## src/rtl/intc_pkg.sv

```systemverilog
// Shared types for the vectored interrupt controller: FSM state encoding
// and the configuration-register select encodings.
package intc_pkg;

  // Controller phase: nothing posted, posted to the CPU, handler running.
  typedef enum logic [1:0] {
    IDLE    = 2'd0,
    REQ     = 2'd1,
    SERVICE = 2'd2
  } intc_state_e;

  // cfg_sel values for configuration writes.
  localparam logic CFG_MASK = 1'b0;
  localparam logic CFG_TRIG = 1'b1;

endpackage : intc_pkg

```

## src/rtl/intc_prio_enc.sv

```systemverilog
// Lowest-index-first priority encoder: valid_o when any request bit is set,
// id_o is the index of the lowest set bit (0 when nothing is set).
module intc_prio_enc #(
  parameter  int unsigned N    = 8,
  localparam int unsigned ID_W = $clog2(N)
) (
  input  logic [N-1:0]    req_i,
  output logic            valid_o,
  output logic [ID_W-1:0] id_o
);

  // Scan from the top down so the last hit written is the lowest index.
  always_comb begin
    valid_o = |req_i;
    id_o    = '0;
    for (int i = int'(N) - 1; i >= 0; i--) begin
      if (req_i[i]) begin
        id_o = ID_W'(i);
      end
    end
  end

endmodule : intc_prio_enc

```

## src/rtl/interrupt_controller.sv

```systemverilog
// Vectored interrupt controller: NUM_IRQ request channels with per-channel
// mask, pending latches, fixed lowest-index-first priority and a
// request / acknowledge / end-of-interrupt handshake to the CPU.
//
// Optional feature: define INTC_LEVEL_EN to add the trigger-mode register
// (cfg_sel = CFG_TRIG) that makes selected channels level-sensitive.
// Without it every channel is edge-triggered and CFG_TRIG writes are ignored.
//
// CPU handshake: irq_req is asserted from the cycle after arbitration and
// stays high, with irq_id / irq_vector stable, until the CPU pulses irq_ack.
// The cycle after irq_ack, irq_req drops and in_service rises; in_service
// stays high until the CPU pulses irq_eoi, after which the controller is idle
// again the next cycle. irq_ack outside REQ and irq_eoi outside SERVICE are
// ignored. Only one interrupt is in flight at a time (no nesting).
module interrupt_controller
  import intc_pkg::*;
#(
  parameter  int unsigned NUM_IRQ    = 8,
  parameter  int unsigned ADDR_W     = 8,
  parameter  int unsigned VEC_BASE   = 'h80,
  parameter  int unsigned VEC_STRIDE = 4,
  localparam int unsigned ID_W       = $clog2(NUM_IRQ)
) (
  input  logic               clk,
  input  logic               reset,
  input  logic [NUM_IRQ-1:0] irq_in,
  input  logic               cfg_we,
  input  logic               cfg_sel,
  input  logic [NUM_IRQ-1:0] cfg_wdata,
  input  logic               irq_ack,
  input  logic               irq_eoi,
  output logic               irq_req,
  output logic [ID_W-1:0]    irq_id,
  output logic [ADDR_W-1:0]  irq_vector,
  output logic [NUM_IRQ-1:0] pending,
  output logic               in_service,
  output intc_state_e        dbg_state
);

  // Handler address of a channel, wrapping modulo 2^ADDR_W.
  function automatic logic [ADDR_W-1:0] vec_of(input logic [ID_W-1:0] id);
    return ADDR_W'(VEC_BASE) + (ADDR_W'(id) * ADDR_W'(VEC_STRIDE));
  endfunction

  intc_state_e        state_q;
  logic               irq_req_q;
  logic               in_service_q;
  logic [ID_W-1:0]    irq_id_q;
  logic [ADDR_W-1:0]  irq_vector_q;

  logic [NUM_IRQ-1:0] irq_q;
  logic [NUM_IRQ-1:0] mask_q;
  logic [NUM_IRQ-1:0] trig_mode;
  logic [NUM_IRQ-1:0] pending_q;
  logic [NUM_IRQ-1:0] pending_d;

  logic [NUM_IRQ-1:0] edge_set;
  logic [NUM_IRQ-1:0] ack_clr;
  logic [NUM_IRQ-1:0] arb_req;
  logic               arb_valid;
  logic [ID_W-1:0]    arb_id;

  // Previous-cycle copy of the request lines for edge detection; loading it
  // during reset means a line held high through reset is not seen as an edge.
  always_ff @(posedge clk) begin
    if (reset) begin
      irq_q <= irq_in;
    end else begin
      irq_q <= irq_in;
    end
  end

  // Mask register: 1 enables the channel for arbitration.
  always_ff @(posedge clk) begin
    if (reset) begin
      mask_q <= '1;
    end else if (cfg_we && (cfg_sel == CFG_MASK)) begin
      mask_q <= cfg_wdata;
    end
  end

`ifdef INTC_LEVEL_EN
  logic [NUM_IRQ-1:0] trig_q;

  // Trigger-mode register: 1 makes the channel level-sensitive.
  always_ff @(posedge clk) begin
    if (reset) begin
      trig_q <= '0;
    end else if (cfg_we && (cfg_sel == CFG_TRIG)) begin
      trig_q <= cfg_wdata;
    end
  end

  assign trig_mode = trig_q;
`else
  assign trig_mode = '0;
`endif

  // Next pending value: edge channels set on a rising edge and clear when
  // acknowledged (a same-cycle new edge wins so the interrupt re-posts);
  // level channels simply follow the request line.
  always_comb begin
    edge_set  = irq_in & ~irq_q;
    ack_clr   = '0;
    if ((state_q == REQ) && irq_ack) begin
      ack_clr = NUM_IRQ'(1) << irq_id_q;
    end
    pending_d = (((pending_q & ~ack_clr) | edge_set) & ~trig_mode)
              | (irq_in & trig_mode);
  end

  // Pending latches; everything outstanding is lost on reset.
  always_ff @(posedge clk) begin
    if (reset) begin
      pending_q <= '0;
    end else begin
      pending_q <= pending_d;
    end
  end

  assign arb_req = pending_q & mask_q;

  intc_prio_enc #(
    .N (NUM_IRQ)
  ) u_prio_enc (
    .req_i   (arb_req),
    .valid_o (arb_valid),
    .id_o    (arb_id)
  );

  // Control FSM with registered CPU-facing outputs. Arbitration only happens
  // in IDLE, so the posted id/vector cannot change until the next posting.
  always_ff @(posedge clk) begin
    if (reset) begin
      state_q      <= IDLE;
      irq_req_q    <= 1'b0;
      in_service_q <= 1'b0;
      irq_id_q     <= '0;
      irq_vector_q <= ADDR_W'(VEC_BASE);
    end else begin
      case (state_q)
        IDLE: begin
          if (arb_valid) begin
            state_q      <= REQ;
            irq_req_q    <= 1'b1;
            irq_id_q     <= arb_id;
            irq_vector_q <= vec_of(arb_id);
          end
        end
        REQ: begin
          if (irq_ack) begin
            state_q      <= SERVICE;
            irq_req_q    <= 1'b0;
            in_service_q <= 1'b1;
          end
        end
        SERVICE: begin
          if (irq_eoi) begin
            state_q      <= IDLE;
            in_service_q <= 1'b0;
          end
        end
        default: begin
          state_q      <= IDLE;
          irq_req_q    <= 1'b0;
          in_service_q <= 1'b0;
        end
      endcase
    end
  end

  assign irq_req    = irq_req_q;
  assign in_service = in_service_q;
  assign irq_id     = irq_id_q;
  assign irq_vector = irq_vector_q;
  assign pending    = pending_q;
  assign dbg_state  = state_q;

endmodule : interrupt_controller

```

## config.mk

```make
export PLATFORM = sky130hd
export DESIGN_NAME = interrupt_controller
export DESIGN_NICKNAME = d
export VERILOG_FILES = /design/src/rtl/intc_pkg.sv /design/src/rtl/intc_prio_enc.sv /design/src/rtl/interrupt_controller.sv
export SDC_FILE = /design/constraint.sdc
export NUM_CORES = 1
export LEC_CHECK = 0
export BUFFER_PORTS_ARGS = -buffer_cell sky130_fd_sc_hd__buf_2
export CAP_MARGIN = 40
export CORE_MARGIN = 2
export CORE_UTILIZATION = 35
export DETAILED_ROUTE_END_ITERATION = 10
export PLACE_DENSITY = 0.71
export SETUP_SLACK_MARGIN = 0.15
export SKIP_LAST_GASP = 1
export SLEW_MARGIN = 10
export SYNTH_ARGS = -nofsm -noshare
export SYNTH_HDL_FRONTEND = slang
export SYNTH_SLANG_ARGS = --single-unit
```

## constraint.sdc

```tcl
create_clock -name clk -period 3.6 [get_ports clk]
set_input_delay 0.72 -clock clk [delete_from_list [all_inputs] [get_ports clk]]
set_output_delay 0.72 -clock clk [all_outputs]
set_load 0.05 [all_outputs]
```

# Word level (Yosys, flattened, before mapping)
# Cells that the tools add are included.
[word_totals]
wordCells = 51
out_inout_bits = 23
ff_bits = 39
in_bits = 22
[classes]
mux = 19
addsub = 1
n_shift = 1
reduce_logical = 8
eq_ne = 5
n_bitwise = 9
[op_table]
columns = ["operator", "count"]
rows = [
  ["AND 8 bit", 3],
  ["2-to-1 mux 3 bit", 8],
  ["NOT 8 bit", 2],
  ["AND reduction 3 bit", 3],
  ["adder 8 x 5 -> 8 bit (first input constant)", 1],
  ["2-to-1 mux 8 bit", 1],
  ["OR 8 bit", 1],
  ["OR reduction 8 bit", 1],
  ["<< shifter 1 x 3 -> 8 bit (first input constant)", 1],
  ["2-to-1 mux 2 bit", 3],
  ["!= test 2 bit (second input constant)", 3],
  ["one-hot mux 1 bit (3 select lines)", 2],
  ["one-hot mux 2 bit (3 select lines)", 1],
  ["2-to-1 mux 1 bit", 4],
  ["NOT 1 bit", 3],
  ["equality test 2 x 1 -> 1 bit (second input constant)", 1],
  ["equality test 2 bit (second input constant)", 1],
  ["logical AND 1 bit", 2],
  ["logical NOT 2 bit", 1],
  ["AND reduction 2 bit", 1],
]

# Logic depth before layout (Yosys ltp)
# Gate-level depths: netlist of run 1.
[logic_depth]
word_depth = 10
mapped_depth = 4
depth_no_buf = 4

# By module
# From an unflattened synthesis of run 1, not the netlist that was laid out.
[hier_totals]
hier_cells = 133
hier_area_um2 = 1286.2
[by_module_without_submodules]
columns = ["mod", "area_per_inst_um2", "cells_each", "seq_area_each_um2", "instances"]
rows = [
  ["interrupt_controller", 1204.9, 120, 620.6, 1],
  ["intc_prio_enc", 81.3, 13, 0.0, 1],
]

# Least setup slack after synthesis of run 1
# No wires, ideal clock.
[synth_path]
path_type = "reg2out"
from = "register irq_id[1] (netlist name)"
to = "output port irq_vector[3]"
path_stages_with_launch = 2
required_ns = 2.880
path_slack_ns = 1.859
arrival_time_ns = 1.021
cell_sequence = "dfxtp_1 buf_4"
[synth_rtl]
columns = ["element", "line_no", "text"]
rows = [
  ["end, declared", "interrupt_controller.sv:34", "output logic [ADDR_W-1:0] irq_vector,"],
]

# Final worst setup path of run 1
[layout_path]
from = "register irq_id_q[1], in the netlist irq_id[1]"
to = "output port irq_id[1]"
[layout_rtl]
columns = ["element", "line_no", "text"]
rows = [
  ["start, declared", "interrupt_controller.sv:48", "logic [ID_W-1:0] irq_id_q;"],
  ["start signal, assigned", "interrupt_controller.sv:146", "irq_id_q <= arb_id;"],
  ["end, declared", "interrupt_controller.sv:33", "output logic [ID_W-1:0] irq_id,"],
]
# No word-level cell between the ends.

==> results.sh, run 1 <==
export IMPL_cts_root_buf="clkbuf_4"
export IMPL_dpl_cell_area_um2=1410
export IMPL_grt_ovfl_total=0
export IMPL_min_period_ns=1.86
export IMPL_hpwl_um=1840
export IMPL_core_um2=3360
export IMPL_drive_above_1_share=0.290
export IMPL_p_sw_uw=292
export IMPL_ys_seq_area_frac=0.506
export IMPL_drt_first_pass_iters=4
export IMPL_grt_pass1_vias=961
export IMPL_wl_met3_um=149
export IMPL_worstPathArrival_ns=1.14
export IMPL_rsz0062_at_grt="no"
export IMPL_wl_per_cell_um=11.9
export IMPL_grt_max_degree=25
export IMPL_fmax_ghz=0.537
export IMPL_hold_viol_final=0
export IMPL_whs_endpoint="irq_req"
export IMPL_antenna_found_initial=0
export IMPL_synth_area_leaders="dfxtp_1 51%, buf_4 6.1%, a211o_1 5.7%"
export IMPL_cts_hold_buf=0
export IMPL_leakage_uw=0.000643
export IMPL_n_antenna_cell=0
export IMPL_layout_nets=190
export IMPL_top_layer_used="met4"
export IMPL_post_cts_resized=0
export IMPL_io_pins=45
export IMPL_track_usage=0.138
export IMPL_clockBufferDepth=2
export IMPL_holdPathStages=2
export IMPL_clk_pin_slew_ns=0.09
export IMPL_ant_nets=0
export IMPL_critical_path_top_delay_family="flip-flops"
export IMPL_reg2reg_to="pending[0]"
export IMPL_crit_path_end_kind="output port"
export IMPL_insertion_delay_ns=0.33
export IMPL_yosys_area_top_type_share=0.506
export IMPL_total_power_uw=794
export IMPL_routed_wl_um=2570
export IMPL_vias=1048
export IMPL_rrSetupSlack_ns=2.27
export IMPL_ys_flop_type="dfxtp_1"
export IMPL_initial_core_util=0.365
export IMPL_portBuffers=39
export IMPL_combinationalPowerShare=0.252
export IMPL_slew_violations=0
export IMPL_path_cells="buf_2"
export IMPL_rr_startpoint="dbg_state[0]"
export IMPL_numCtsBuffers=5
export IMPL_start_kind="register"
export IMPL_cts_setup_buffers=0
export IMPL_grt_pass1_wl_um=4240
export IMPL_hp_class="reg -> reg"
export IMPL_clockPowerShare=0.245
export IMPL_slowest_delay_ns=0.49
export IMPL_synth_avg_cell_area_um2=9.43
export IMPL_fin_skew_ns=0.00624
export IMPL_yosys_warnings=0
export IMPL_switching_share=0.368
export IMPL_syn_inst=130
export IMPL_setup_viol=0
export IMPL_dieArea_um2=3990
export IMPL_p_int_uw=502
export IMPL_rows=21
export IMPL_synth_edf_count=0
export IMPL_synthesis_area_um2=1230
export IMPL_setup_tns_ns=0
export IMPL_areaGrowthSynthToFinish_pct=19.4
export IMPL_cts_tree="done"
export IMPL_ys_async_sr_fraction=0
export IMPL_synth_seq_cells=31
export IMPL_slowest_stage="dfxtp_1"
export IMPL_place_gp_congestion=0.776
export IMPL_die_h_um=63.2
export IMPL_design_area_um2=1460
export IMPL_min_from="irq_req"
export IMPL_drtIter0Drc=22
export IMPL_powerDensity_nw_per_um2=542
export IMPL_status="complete, no violations"
export IMPL_ir_drop_v=0.000296
export IMPL_critPathMaxFanout=8
export IMPL_htree_levels=2
export IMPL_ys_types=28
export IMPL_avgViaCountPerCell=4.87
export IMPL_maxCapViolCount=0
export IMPL_seqPwrFrac=0.503
export IMPL_crit_buf_inv=1
export IMPL_cp_required_ns=2.88
export IMPL_wl_met1_um=1240
export IMPL_reg2regPathDepth=4
export IMPL_route_met2_wl_um=1100
export IMPL_drc=0
export IMPL_timing_final_crit_share=0.517
export IMPL_synth_top_area_cell="dfxtp_1"
export IMPL_clkSinkCount=31
export IMPL_die_width_um=63.2
export IMPL_crit_type="reg -> out"
sequential cells by signal, summed over array words and instances, names as in the netlist:
signal,cells
mask_q,8
pending,8
irq_id,3
in_service,1
irq_q,8
irq_req,1
dbg_state,2
Yosys cell counts, types with 2 or more instances:
cell type  number
a22oi_1         4
nor2_1          3
nand2b_1       11
nand2_1        13
buf_4          10
dfxtp_1        31
conb_1          2
nor2b_1         9
a211o_1         8
o21ai_0         8
a21oi_1        14
kinds of logic (layout without fill, tap and decap cells):
group           Yosys count  count (layout)  share of synthesized area
flops                    31              31                      0.506
other cells               2               5                    0.00612
compound gates           43              43                      0.233
buf+inv                  11              47                     0.0643
simple gates             43              43                      0.191
power by group through the flow:
| stage | Combinational [uW] | Sequential (uW) | Clock (uW) |
|---|---|---|---|
| global route | 213 | 405 | 217 |
| finish | 200 | 400 | 195 |
| CTS | 201 | 400 | 200 |
| detailed placement | 200 | 407 | 0 |
| global placement | 198 | 407 | 0 |
| floorplan | 106 | 461 | 0 |
cells in the final DEF, fill, tap and decap left out:
| cell type | netlist | final |
|---|---|---|
| o211ai_1 | 1 | 1 |
| or2_4 | 1 | 1 |
| nor2_1 | 3 | 3 |
| nand4b_1 | 1 | 1 |
| nand2_1 | 13 | 13 |
| o21ai_1 | 1 | 1 |
| a2111oi_0 | 1 | 1 |
| and2b_1 | 1 | 1 |
| a22oi_1 | 4 | 4 |
| clkbuf_4 | 0 | 5 |
| a32oi_1 | 1 | 1 |
| o31ai_2 | 1 | 1 |
| nand2b_1 | 11 | 11 |
| o31ai_1 | 1 | 1 |
| buf_2 | 0 | 39 |
| nand3b_1 | 1 | 1 |
| a21oi_1 | 14 | 14 |
| nand4_1 | 1 | 1 |
| a211o_1 | 8 | 8 |
| nor3_1 | 1 | 1 |
| clkinv_2 | 0 | 3 |
| nor2b_1 | 9 | 9 |
| dfxtp_1 | 31 | 31 |
| a211oi_1 | 1 | 1 |
| a32o_1 | 1 | 1 |
| o21ai_0 | 8 | 8 |
| nand3_1 | 1 | 1 |
| conb_1 | 2 | 5 |
| a21boi_0 | 1 | 1 |
final cells by class:
type | instances | area, um^2
clock buffers | 5 | 37.5
flip-flops and latches | 31 | 621
clock inverters | 3 | 15.0
fillers | 387 | 1900
repair buffers | 39 | 195
well taps | 46 | 57.6
multi-input cells | 91 | 538
routing by layer:
| metal | track usage | up-vias |
|---|---|---|
| li1 | - | 522 |
| met1 | 0.169 | 488 |
| met2 | 0.207 | 30 |
| met3 | 0.0446 | 8 |
| met4 | 0.0897 | 0 |
| met5 | 0 | - |
worst max-delay path by stage:
stage / startpoint / endpoint / slack [ns] / cells after the start
finish: irq_id[1] / irq_id[1] / 1.74 / 1
global route: irq_id[1] / irq_vector[3] / 1.67 / 1
CTS: irq_id[1] / irq_id[1] / 1.72 / 1
detailed placement: cfg_sel / mask_q[4] / 1.82 / 4
global placement: cfg_sel / mask_q[2] / 1.84 / 4
floorplan: irq_id[1] / irq_vector[3] / 1.86 / 1
per-stage QoR:
step	hold slack, ns	setup WS (ns)	util	instances
floorplan	0.461	1.86	-	133
global placement	0.448	1.84	0.420	207
detailed placement	0.454	1.82	0.420	207
CTS	0.467	1.72	0.435	215
global route	0.474	1.67	0.435	215
finish	0.464	1.74	0.435	215
Power figures use the tool's default switching activity.
==> inputs of run 2 (changes only) <==
- PLACE_DENSITY: 0.71 -> 0.73
- clock period: 3.6 -> 1.5 ns (I/O delays scaled with it)
==> results.sh, run 2 (synthesis gave the netlist of run 1 again) <==
export IMPL_dp_slack_ns=0.114
export IMPL_worst_slack_ns=0.210
export IMPL_wl_met3_um=175
export IMPL_hold_viol_final=0
export IMPL_routed_wl_um=2620
export IMPL_initial_core_util=0.365
export IMPL_min_period_ns=1.29
export IMPL_start_kind="register"
export IMPL_p_int_uw=1240
export IMPL_status="complete, no violations"
export IMPL_maxCapViolCount=0
export IMPL_drt_first_pass_iters=4
export IMPL_n_antenna_cell=0
export IMPL_leakage_uw=0.000648
export IMPL_htree_levels=2
export IMPL_portBuffers=39
export IMPL_crit_path_end_kind="output port"
export IMPL_core_um2=3360
export IMPL_wl_met1_um=1200
export IMPL_worstPathArrival_ns=0.99
export IMPL_setup_viol=0
export IMPL_critical_path_top_delay_family="flip-flops"
export IMPL_rsz0062_at_grt="no"
export IMPL_dieArea_um2=3990
export IMPL_avgViaCountPerCell=4.84
export IMPL_clockPowerShare=0.236
export IMPL_layout_cells_non_filler=216
export IMPL_grt_pass1_vias=1016
export IMPL_critPathMaxFanout=8
export IMPL_crit_buf_inv=1
export IMPL_numCtsBuffers=5
export IMPL_switching_share=0.356
export IMPL_setup_tns_ns=0
export IMPL_fmax_ghz=0.775
export IMPL_fin_skew_ns=0.0124
export IMPL_dp_cells=208
export IMPL_cp_required_ns=1.20
export IMPL_total_power_uw=1930
export IMPL_layout_nets=191
export IMPL_place_gp_congestion=0.814
export IMPL_slowest_stage="dfxtp_2"
export IMPL_powerDensity_nw_per_um2=1270
export IMPL_slowest_delay_ns=0.43
export IMPL_top_layer_used="met4"
export IMPL_clkSinkCount=31
export IMPL_seqPwrFrac=0.503
export IMPL_cts_root_buf="clkbuf_4"
export IMPL_mostFrequentLayoutCells="29 x buf_2, 20 x dfxtp_1, 14 x a21oi_1"
export IMPL_track_usage=0.143
export IMPL_grt_ovfl_total=0
export IMPL_die_h_um=63.2
export IMPL_drtIter0Drc=26
export IMPL_areaGrowthSynthToFinish_pct=23.4
export IMPL_p_sw_uw=686
export IMPL_io_pins=45
export IMPL_wl_per_cell_um=12.1
export IMPL_route_met2_wl_um=1200
export IMPL_drc=0
export IMPL_drive_above_1_share=0.353
export IMPL_path_cells="buf_4"
export IMPL_hp_class="in -> reg"
export IMPL_combinationalPowerShare=0.262
export IMPL_slew_violations=0
export IMPL_rows=21
export IMPL_clk_pin_slew_ns=0.10
export IMPL_ir_drop_v=0.000534
export IMPL_cts_setup_buffers=0
export IMPL_cts_hold_buf=0
export IMPL_grt_max_degree=24
export IMPL_die_width_um=63.2
export IMPL_cts_tree="done"
export IMPL_hpwl_um=1900
export IMPL_ant_nets=0
export IMPL_antenna_found_initial=0
export IMPL_clockBufferDepth=2
export IMPL_vias=1045
export IMPL_layout_commonest_cell="buf_2"
export IMPL_grt_pass1_wl_um=4490
export IMPL_timing_final_crit_share=0.860
export IMPL_worst_hold_slack_ns=0.0784
export IMPL_crit_type="reg -> out"
export IMPL_insertion_delay_ns=0.33
## run 2: worst paths after layout
check                                   from            end  slack [ns]  cells after the start
worst max register to register  dbg_state[1]     pending[0]        0.28                      4
worst min-delay path               irq_in[2]       irq_q[2]        0.08                      1
worst max-delay path               irq_id[1]  irq_vector[3]        0.21                      1
worst min register to register       irq_req        irq_req        0.46                      2
## run 2: cell type report
| class | count | area [um^2] |
|---|---|---|
| fillers | 363 | 1850 |
| flip-flops and latches | 31 | 634 |
| multi-input cells | 91 | 543 |
| repair buffers | 40 | 228 |
| well taps | 46 | 57.6 |
| clock buffers | 7 | 45.0 |
| clock inverters | 1 | 5.00 |
## run 2: what timing repair did
item / CTS / global route
endpoints found under the hold margin: 0 / 0
pin swaps: 0 / 0
resized for setup: 6 / 13
endpoints found under the setup margin: 6 / 9
## run 2: power groups by stage
stage	Sequential, uW	Clock [uW]	Combinational (uW)
4_1_cts	966	467	494
6_report	969	454	504
3_5_place_dp	982	0	482
3_3_place_gp	981	0	478
2_1_floorplan	1110	0	255
5_1_grt	983	510	543
## run 2: per-layer routing
layer,GRT usage,vias to the layer above
met5,0,-
met4,0.0598,0
met3,0.0589,8
met2,0.223,32
met1,0.175,478
li1,-,527
## run 2: stage by stage
step	utilization	cell area [um^2]
6_report	0.450	1510
5_1_grt	0.450	1510
4_1_cts	0.443	1490
3_5_place_dp	0.425	1430
3_3_place_gp	0.425	1430
2_1_floorplan	-	1250
